[src/rtl/axi_fifo_wr_arb.sv]
// rtl/axi_fifo_wr_arb.sv - round-robin burst arbiter feeding a sync FIFO write port
// Grants one requester at a time and passes its beats straight through until last or MAXLEN.
module axi_fifo_wr_arb #(
  parameter int DW     = 42,
  parameter int NREQ   = 4,
  parameter int IW     = 2,
  parameter int MAXLEN = 16
) (
  input  logic               clk,
  input  logic               reset_n,
  input  logic [NREQ-1:0]    req_vld,
  input  logic [NREQ*DW-1:0] req_data,
  input  logic [NREQ-1:0]    req_last,
  output logic [NREQ-1:0]    req_rdy,
  output logic               fifo_wr_vld,
  output logic [IW+DW-1:0]   fifo_wr_din,
  input  logic               fifo_wr_rdy,
  output logic [IW-1:0]      grant_id,
  output logic               busy
);

  localparam int CW = $clog2(MAXLEN) + 1;

  typedef enum logic {IDLE, LOCK} state_t;

  state_t        state_q, state_d;
  logic [IW-1:0] grant_id_q, grant_id_d;
  logic [IW-1:0] last_grant_q, last_grant_d;
  logic [CW-1:0] cnt_q, cnt_d;

  logic          found;
  logic [IW-1:0] winner;
  logic          g_vld;
  logic          g_last;
  logic [DW-1:0] g_data;
  logic          xfer;
  logic [CW-1:0] cnt_inc;

  // Round-robin search: first requester at offset 1..NREQ from the last grant wins.
  always_comb begin
    found  = 1'b0;
    winner = last_grant_q;
    for (int k = 1; k <= NREQ; k++) begin
      for (int i = 0; i < NREQ; i++) begin
        if (!found && req_vld[i] && (i == (int'(last_grant_q) + k) % NREQ)) begin
          found  = 1'b1;
          winner = IW'(i);
        end
      end
    end
  end

  always_comb begin
    g_vld  = 1'b0;
    g_last = 1'b0;
    g_data = '0;
    for (int i = 0; i < NREQ; i++) begin
      if (grant_id_q == IW'(i)) begin
        g_vld  = req_vld[i];
        g_last = req_last[i];
        g_data = req_data[i*DW +: DW];
      end
    end
  end

  always_comb begin
    req_rdy = '0;
    for (int i = 0; i < NREQ; i++) begin
      req_rdy[i] = (state_q == LOCK) && (grant_id_q == IW'(i)) && fifo_wr_rdy;
    end
  end

  assign fifo_wr_vld = (state_q == LOCK) && g_vld;
  assign fifo_wr_din = {grant_id_q, g_data};
  assign grant_id    = grant_id_q;
  assign busy        = (state_q == LOCK);
  assign xfer        = fifo_wr_vld && fifo_wr_rdy;
  assign cnt_inc     = cnt_q + CW'(1);

  always_comb begin
    state_d      = state_q;
    grant_id_d   = grant_id_q;
    last_grant_d = last_grant_q;
    cnt_d        = cnt_q;
    case (state_q)
      IDLE: begin
        if (found) begin
          grant_id_d = winner;
          cnt_d      = '0;
          state_d    = LOCK;
        end
      end
      LOCK: begin
        // A dropped req_vld just stalls; only a completed beat can end the burst.
        if (xfer) begin
          cnt_d = cnt_inc;
          if (g_last || (cnt_inc == CW'(MAXLEN))) begin
            state_d      = IDLE;
            last_grant_d = grant_id_q;
          end
        end
      end
      default: state_d = IDLE;
    endcase
  end

  always_ff @(posedge clk) begin
    if (!reset_n) begin
      state_q      <= IDLE;
      grant_id_q   <= IW'(NREQ - 1);
      last_grant_q <= IW'(NREQ - 1);
      cnt_q        <= '0;
    end else begin
      state_q      <= state_d;
      grant_id_q   <= grant_id_d;
      last_grant_q <= last_grant_d;
      cnt_q        <= cnt_d;
    end
  end

endmodule
[config.mk]
export PLATFORM = sky130hd
export DESIGN_NAME = axi_fifo_wr_arb
export DESIGN_NICKNAME = d
export VERILOG_FILES = /design/src/rtl/axi_fifo_wr_arb.sv
export SDC_FILE = /design/constraint.sdc
export NUM_CORES = 1
export LEC_CHECK = 0
export CAP_MARGIN = 20
export CORE_MARGIN = 2
export CORE_UTILIZATION = 23
export DETAILED_ROUTE_END_ITERATION = 16
export PLACE_DENSITY = 0.79
export SLEW_MARGIN = 20
export SYNTH_ARGS = -nofsm -noshare
export SYNTH_HDL_FRONTEND = slang
export SYNTH_SLANG_ARGS = --single-unit
[constraint.sdc]
create_clock -name clk -period 2.1 [get_ports clk]
set_clock_uncertainty 0.2 [all_clocks]
set_input_delay 0.63 -clock clk [delete_from_list [all_inputs] [get_ports clk]]
set_output_delay 0.63 -clock clk [all_outputs]
set_load 0.01 [all_outputs]
==> impl_metrics.ini, run 1 <==
[yosys]
avgSynthCellArea_um2 = 12.4
netlist_area_um2 = 1700
synth_edf_count = 0
muxShareOfSynthArea_pct = 60.0
synth_compound_area_share_pct = 9.20
synth_nets = 317
synth-xor-area-share_pct = 0
synth_top_cell_area_share_pct = 58.3
synth_ff_type = dfxtp_1
synth_top_family_by_area = multiplexers
yosysMostFrequentCell = mux4_2
synth_cell_types = 33
yosys.area_share.simple_pct = 12.8
ys_seq_area_share_pct = 11.8
ys_top_cells_by_area = mux4_2 (58%), dfxtp_1 (12%), nor2b_1 (4.0%), mux2i_1 (1.8%), nand2_1 (1.8%)
ys_warn_count = 0
synthArstFlopShare_pct = 0
synth_top_area_cell = mux4_2
syn_inst = 137
synth-adder-area-share_pct = 0.736
ys_seq_elements = 10
yosys-top-cells-count = mux4_2 (44), nor2b_1 (11), dfxtp_1 (10)

[pwr]
powerDensity_nw_per_um2 = 442
p_leak_uw = 0.00197
finalPower_uw = 1900
ir_worst_vdd_v = 0.000329

[finish]
fin_nets = 562
area_growth_pct = 153
drive_gt1_share_pct = 37.3
final_util_pct = 59.6
fillCellCount = 674

[critical_path]
r2r-start = grant_id[0]
path_buf_inv = 2
r2r-end = cnt_q[2]
path_cells = buf_4, mux4_2, and2_4, buf_6
cp_top_family = multiplexers
worstSetupStartpoint = grant_id[0]
critPathSlowestCell = mux4_2
critPathLaunchType = flop
arrival_ps = 1570
reg2reg_depth = 7
cp.depth = 4
crit_path_end_kind = output port
worstSetupPathType = flop to output port
slowest_delay_ps = 530
cp_max_fo = 4
crit_end = fifo_wr_vld
crit_required_ps = 1270
rrSetupSlack_ps = 120

[sta]
worstMarginPinSlew_ps = 402
period_needed_ps = 2400
rsz0062_at_grt = yes
timing.final.ws_setup_ps = -297
finalCritPeriodShare_pct = 114
fmax_mhz = 417
setup_viol = 46
hold_viol_final = 0
slew_viol_final = 0
fin_setup_tns_ps = -10890
maxSlewHeadroom_pct = 73.1

[hold_path]
min-delay-start = cnt_q[3]
hold_path.class = flop to flop

[routing]
avgRoutedWirePerCell_um = 19.9
antenna_left = 0
drtIter0Drc = 70
drt-pass1-iter-count = 6
routed_wl_um = 9660
drc_errors = 0
via_per_inst = 4.91
vias = 2380

[placed_design]
port_buffers = 230
hpwlAfterDp_um = 8250
place.gp.congestion = 0.844

[global_routing]
grt_overflow = 0
grt_pass1_vias = 2564
track_usage_pct = 23.0
antenna_found_initial = 5
grt_max_degree = 29
grt_pass1_wl_um = 14400

[run_status]
status = finished, violations left
violations = negative setup slack

[floorplanning]
dieArea_um2 = 8100
ios = 231
fp-row-count = 31
die_h_um = 90.0
start_util_pct = 23.6
die_w_um = 90.0
core_um2 = 7210

[clock_network]
cts_buffer_depth = 2
cts_buffers = 3
clk_pin_slew_ps = 50
cts-htree-levels = 1
clock_latency_ps = 240
cts_sinks = 10
clock-root-buffer = clkbuf_8
cts_tree = done

[job]
maxCapViolCount = 0
timing repair:
item / CTS / global route
gates cloned: 0 / 2
resized for setup: 436 / 15
setup buffers: 2 / 7
setup endpoints to repair: 60 / 47
pin swaps: 1 / 2
hold buffers: 0 / 0
report_power, final:
group / internal (uW) / total [uW] / switching [uW]
combinational: 909 / 1420 / 515
clock: 165 / 249 / 83.2
sequential: 205 / 224 / 18.9
total: 1280 / 1900 / 618
how the worst min path moves through the flow:
stage                           to  slack, ps  cells past startpoint
after CTS                 cnt_q[3]        310                      2
final                     cnt_q[3]        310                      2
after global placement    cnt_q[4]        280                      2
after global routing      cnt_q[4]        330                      2
after detailed placement  cnt_q[3]        300                      2
after floorplan           cnt_q[4]        260                      2
sequential cells by signal (all words and copies together), names as in the netlist:
signal and flops:
grant_id 2, last_grant_q 2, busy 1, cnt_q 5
cells in the final DEF, fill, tap and decap left out, types with 4 or more instances in the layout:
master and n:
dlygate4sd2_1 168, buf_6 48, mux4_2 44, buf_4 12, nor2b_1 11, nand2_1 8
dfxtp_1 7, buf_12 7, buf_2 6, diode_2 5, a21oi_1 5, clkdlybuf4s15_1 5
clkdlybuf4s50_1 5, nor2_1 4, clkbuf_8 4
logic make-up (layout without fill, tap and decap cells):
group / after synthesis / count (layout)
AND/OR/NAND/NOR: 40 / 40
other: 0 / 5
AO/OA/AOI/OAI: 21 / 21
multiplexers: 47 / 47
flip-flops: 10 / 10
buffers and inverters: 18 / 262
adder cells (fa/ha/maj): 1 / 1
per-layer routing:
metal,wire length (um),global-route usage [%],vias up
li1,-,-,1068
met2,5330,43.2,140
met5,0,0,-
met4,250,7.69,0
met3,761,5.78,18
met1,3320,25.2,1154
tightest hold or removal path: cells and delay by family (launching register included):
family | cells | cell delay, ps
flip-flops | 1 | 340
AO/OA/AOI/OAI | 2 | 110
metrics by stage:
stage / worst slack, ps / instances / area, um^2 / hold WS (ps)
finish: -297 / 485 / 4300 / 306
global route: -330 / 485 / 4300 / 333
CTS: -292 / 472 / 4110 / 306
detailed placement: -941 / 466 / 4220 / 298
global placement: -927 / 466 / 4220 / 282
floorplan: -99.5 / 137 / 1760 / 263
layout make-up:
class,instances,area [um^2],area share (%)
Multi-Input combinational cell,109,1450,33.6
Antenna cell,5,12.5,0.291
Clock buffer,4,55.1,1.28
Sequential cell,10,206,4.80
Tap cell,99,124,2.88
Timing Repair Buffer,255,2440,56.8
Inverter,3,11.3,0.262
Note: power is estimated with default switching activity, not from simulation.
==> run 2, diff against run 1 <==
--- a/config.mk
+++ b/config.mk
@@ -6,10 +6,11 @@
 export NUM_CORES = 1
 export LEC_CHECK = 0
 export CAP_MARGIN = 20
-export CORE_MARGIN = 2
-export CORE_UTILIZATION = 23
+export CORE_AREA = 2 2 90 92
 export DETAILED_ROUTE_END_ITERATION = 16
-export PLACE_DENSITY = 0.79
+export DIE_AREA = 0 0 92 94
+export PLACE_DENSITY = 0.74
+export SKIP_LAST_GASP = 1
 export SLEW_MARGIN = 20
 export SYNTH_ARGS = -nofsm -noshare
 export SYNTH_HDL_FRONTEND = slang
==> constraint.sdc (replaced) <==
create_clock -name clk -period 2.9 [get_ports clk]
set_clock_uncertainty 0.2 [all_clocks]
set_input_delay 0.87 -clock clk [delete_from_list [all_inputs] [get_ports clk]]
set_output_delay 0.87 -clock clk [all_outputs]
set_load 0.01 [all_outputs]
==> impl_metrics.ini, run 2 (same netlist as run 1, synthesis figures left out) <==
[finish]
largest-register = cnt_q
fillCellCount = 726
design_area_um2 = 4090
final_cell_mix = dlygate4sd2_1 (170), mux4_2 (44), buf_6 (43)
drive_gt1_share_pct = 32.4
area_growth_pct = 140
final_common_cell = dlygate4sd2_1
fin_nets = 551
largest_reg_flops = 5

[global_routing]
grt_max_degree = 35
grt_pass1_vias = 2319
antenna_found_initial = 5
grt_pass1_wl_um = 12400
track_usage_pct = 18.4
grt_overflow = 0

[placed_design]
hpwlAfterDp_um = 7580
dpl_cell_area_um2 = 4210
place.gp.congestion = 0.826
port_buffers = 230

[floorplanning]
die_h_um = 94
start_util_pct = 22.4
die_w_um = 92
ios = 231
dieArea_um2 = 8650
fp-row-count = 32
core_um2 = 7610

[job]
maxCapViolCount = 0

[clock_network]
cts_setup_buffers = 0
cts_tree = done
clk_pin_slew_ps = 50
clock-root-buffer = clkbuf_8
cts_buffers = 3
cts_sinks = 10
hold_buffers = 0
clock_latency_ps = 230
cts_buffer_depth = 2
cts-htree-levels = 1

[critical_path]
reg2reg_depth = 6
r2r-start = grant_id[0]
worstSetupPathType = primary input to output port
rrSetupSlack_ps = 920
r2r-end = cnt_q[2]
cp_max_fo = 2
crit_required_ps = 1830
critPathLaunchType = primary input
crit_path_end_kind = output port
arrival_ps = 1780

[pwr]
ir_worst_vdd_v = 0.000192
power_switching_uw = 413
switching_share_pct = 32.7
finalPower_uw = 1260
powerDensity_nw_per_um2 = 309
p_int_uw = 848
comb_power_share_pct = 74.6
pwr-share-seq_pct = 13.5
p_leak_uw = 0.00187
clock_power_share_pct = 11.8

[routing]
vias = 2246
met1_length_um = 3140
drc_errors = 0
antenna_left = 0
drt-pass1-iter-count = 4
via_per_inst = 4.73
dr_wl_met3_um = 877
top_layer_used = met5
met2_length_um = 4420
drtIter0Drc = 32
avgRoutedWirePerCell_um = 18.1
routed_wl_um = 8570

[run_status]
status = completed

[sta]
maxSlewHeadroom_pct = 74.5
finalCritPeriodShare_pct = 98.3
setup_viol = 0
worstMarginPinSlew_ps = 381
hold_viol_final = 0
rsz0062_at_grt = no
slew_viol_final = 0
fin_setup_tns_ps = 0
fmax_mhz = 351
period_needed_ps = 2850

[hold_path]
hold_path_end = cnt_q[4]
min-delay-start = cnt_q[4]
min_path_cells = 2
hold_path.class = flop to flop
## run 2: routing by layer
layer | GRT usage, % | vias to the layer above
li1 | - | 1044
met1 | 21.5 | 1070
met2 | 33.0 | 118
met3 | 6.82 | 10
met4 | 2.49 | 4
met5 | 0 | -
## run 2: power by group through the flow
stage / Clock, uW / Sequential (uW) / Combinational (uW)
after floorplan: 0 / 160 / 424
final: 149 / 171 / 941
after detailed placement: 0 / 174 / 995
after CTS: 150 / 171 / 950
after global routing: 159 / 174 / 1000
after global placement: 0 / 173 / 985
## run 2: what timing repair did
action                     in CTS  in global routing
setup endpoints to repair      47                  1
resized for setup             404                  8
cloned                          0                  0
pin swaps                       1                  0
## run 2: per-stage QoR
stage / utilization, % / setup slack (ps) / std cells / hold WS [ps]
finish: 53.7 / 48.3 / 475 / 288
global route: 53.7 / 12.8 / 473 / 310
CTS: 53.6 / -35.3 / 472 / 291
detailed placement: 55.3 / -583 / 468 / 282
global placement: 55.3 / -576 / 468 / 275
floorplan: - / 249 / 137 / 263
## run 2: critical path, cell delays in order
cell	delay, ps
clkdlybuf4s15_1	180
mux4_2	470
and2_4	150
buf_6	110
## run 2: worst max path at each step
stage	startpoint	to
CTS	req_vld[3]	fifo_wr_vld
floorplan	grant_id[0]	fifo_wr_din[10]
global route	req_vld[1]	fifo_wr_vld
global placement	req_vld[3]	fifo_wr_vld
finish	req_vld[1]	fifo_wr_vld
detailed placement	req_vld[3]	fifo_wr_vld
## run 2: layout make-up
type / instances / area (um^2) / share of cell area (%)
antenna: 3 / 7.51 / 0.184
clock buffer: 4 / 45.0 / 1.10
inverter: 3 / 11.3 / 0.276
multi-input combinational: 109 / 1410 / 34.5
sequential: 10 / 205 / 5.02
tap: 102 / 128 / 3.12
timing repair buffer: 244 / 2280 / 55.8
==> run 3, diff against run 2 <==
--- a/config.mk
+++ b/config.mk
@@ -15,3 +15,4 @@
 export SYNTH_ARGS = -nofsm -noshare
 export SYNTH_HDL_FRONTEND = slang
 export SYNTH_SLANG_ARGS = --single-unit
+export TNS_END_PERCENT = 5
==> impl_metrics.ini, run 3 (same netlist as run 1, synthesis figures left out) <==
[routing]
drtIter0Drc = 35
drc_errors = 0
top_layer_used = met5
vias = 2217
met2_length_um = 4490
via_per_inst = 4.69
drt-pass1-iter-count = 4
met1_length_um = 3210
antenna_left = 0
avgRoutedWirePerCell_um = 18.1
dr_wl_met3_um = 824
routed_wl_um = 8570

[floorplanning]
start_util_pct = 22.4
dieArea_um2 = 8650
core_um2 = 7610
die_h_um = 94
ios = 231
die_w_um = 92
fp-row-count = 32

[clock_network]
cts_buffers = 3
cts_buffer_depth = 2
cts_setup_buffers = 0
cts_tree = done
hold_buffers = 0
cts_sinks = 10
clock_latency_ps = 230
cts-htree-levels = 1
clk_pin_slew_ps = 50
clock-root-buffer = clkbuf_8

[pwr]
p_int_uw = 846
p_leak_uw = 0.00164
pwr-share-seq_pct = 13.6
switching_share_pct = 32.0
clock_power_share_pct = 12.0
power_switching_uw = 398
powerDensity_nw_per_um2 = 302
comb_power_share_pct = 74.3
finalPower_uw = 1240
ir_worst_vdd_v = 0.000175

[sta]
maxSlewHeadroom_pct = 74.6
hold_viol_final = 0
timing.final.ws_setup_ps = -59.6
fmax_mhz = 338
setup_viol = 44
finalCritPeriodShare_pct = 102
slew_viol_final = 0
worstMarginPinSlew_ps = 381
period_needed_ps = 2960
fin_setup_tns_ps = -1970
rsz0062_at_grt = yes

[critical_path]
path_cells = clkdlybuf4s50_1, mux4_2, buf_6
critPathSlowestCell = mux4_2
slowest_delay_ps = 490
cp_max_fo = 1
crit_path_end_kind = output port
crit_required_ps = 1830
worstSetupPathType = primary input to output port
critPathLaunchType = primary input
arrival_ps = 1890

[placed_design]
dp.cells = 468
dp_slack_ps = -583
port_buffers = 230
place.gp.congestion = 0.826
hpwlAfterDp_um = 7580

[finish]
final_cell_mix = clkdlybuf4s50_1 (146), mux4_2 (44), dlygate4sd2_1 (38)
drive_gt1_share_pct = 31.1
fin_nets = 551
multi_input_area_um2 = 1410
largest-register = cnt_q
ff_latch_area_um2 = 205
final_cell_count_no_fill = 473
final_common_cell = clkdlybuf4s50_1
fillCellCount = 676
area_growth_pct = 142
largest_reg_flops = 5

[job]
maxCapViolCount = 0

[global_routing]
track_usage_pct = 18.4
grt_pass1_wl_um = 12400
grt_max_degree = 35
grt_pass1_vias = 2279
grt_overflow = 0
antenna_found_initial = 3

[run_status]
violations = negative setup slack
status = finished, violations left

[hold_path]
hold_path.class = flop to flop
-- run 3: path summary, 6_finish.rpt --
check                           cells past startpoint        endpoint     startpoint  slack, ps
worst max-delay path                                3  fifo_wr_din[1]  req_data[127]        -60
worst min-delay path                                2        cnt_q[4]       cnt_q[4]        290
worst max register to register                      6        cnt_q[2]    grant_id[0]        940
worst min register to register                      2        cnt_q[4]       cnt_q[4]        290
-- run 3: critical path: cells and delay by family --
family | cells | cell delay, ps
multiplexers | 1 | 490
buffers and inverters | 2 | 530
-- run 3: repair_timing --
item	in CTS	in global routing
pin swaps	1	0
endpoints found under the setup margin	47	45
gates resized for setup	238	4
-- run 3: power by group through the flow --
stage | Clock [uW] | Combinational, uW | Sequential (uW)
floorplan | 0 | 424 | 160
global placement | 0 | 985 | 173
detailed placement | 0 | 995 | 174
CTS | 150 | 936 | 171
global route | 159 | 985 | 174
finish | 150 | 925 | 170
-- run 3: final cells by class --
cell class	instances	share of cell area, %
tap	102	3.10
clock buffer	4	1.09
inverter	3	0.273
sequential	10	4.98
antenna	1	0.0607
multi-input combinational	109	34.2
timing repair buffer	244	56.3
-- run 3: through the flow --
step	util [%]	instance area [um^2]	hold WS, ps
floorplan	-	1700	263
global placement	55.3	4210	275
detailed placement	55.3	4210	282
CTS	54.1	4120	291
global route	54.1	4120	310
finish	54.2	4120	289
-- run 3: layer usage --
layer | track usage (%) | vias up
met5 | 0 | -
met4 | 0.746 | 4
met3 | 6.10 | 6
met2 | 33.6 | 116
met1 | 22.4 | 1049
li1 | - | 1042
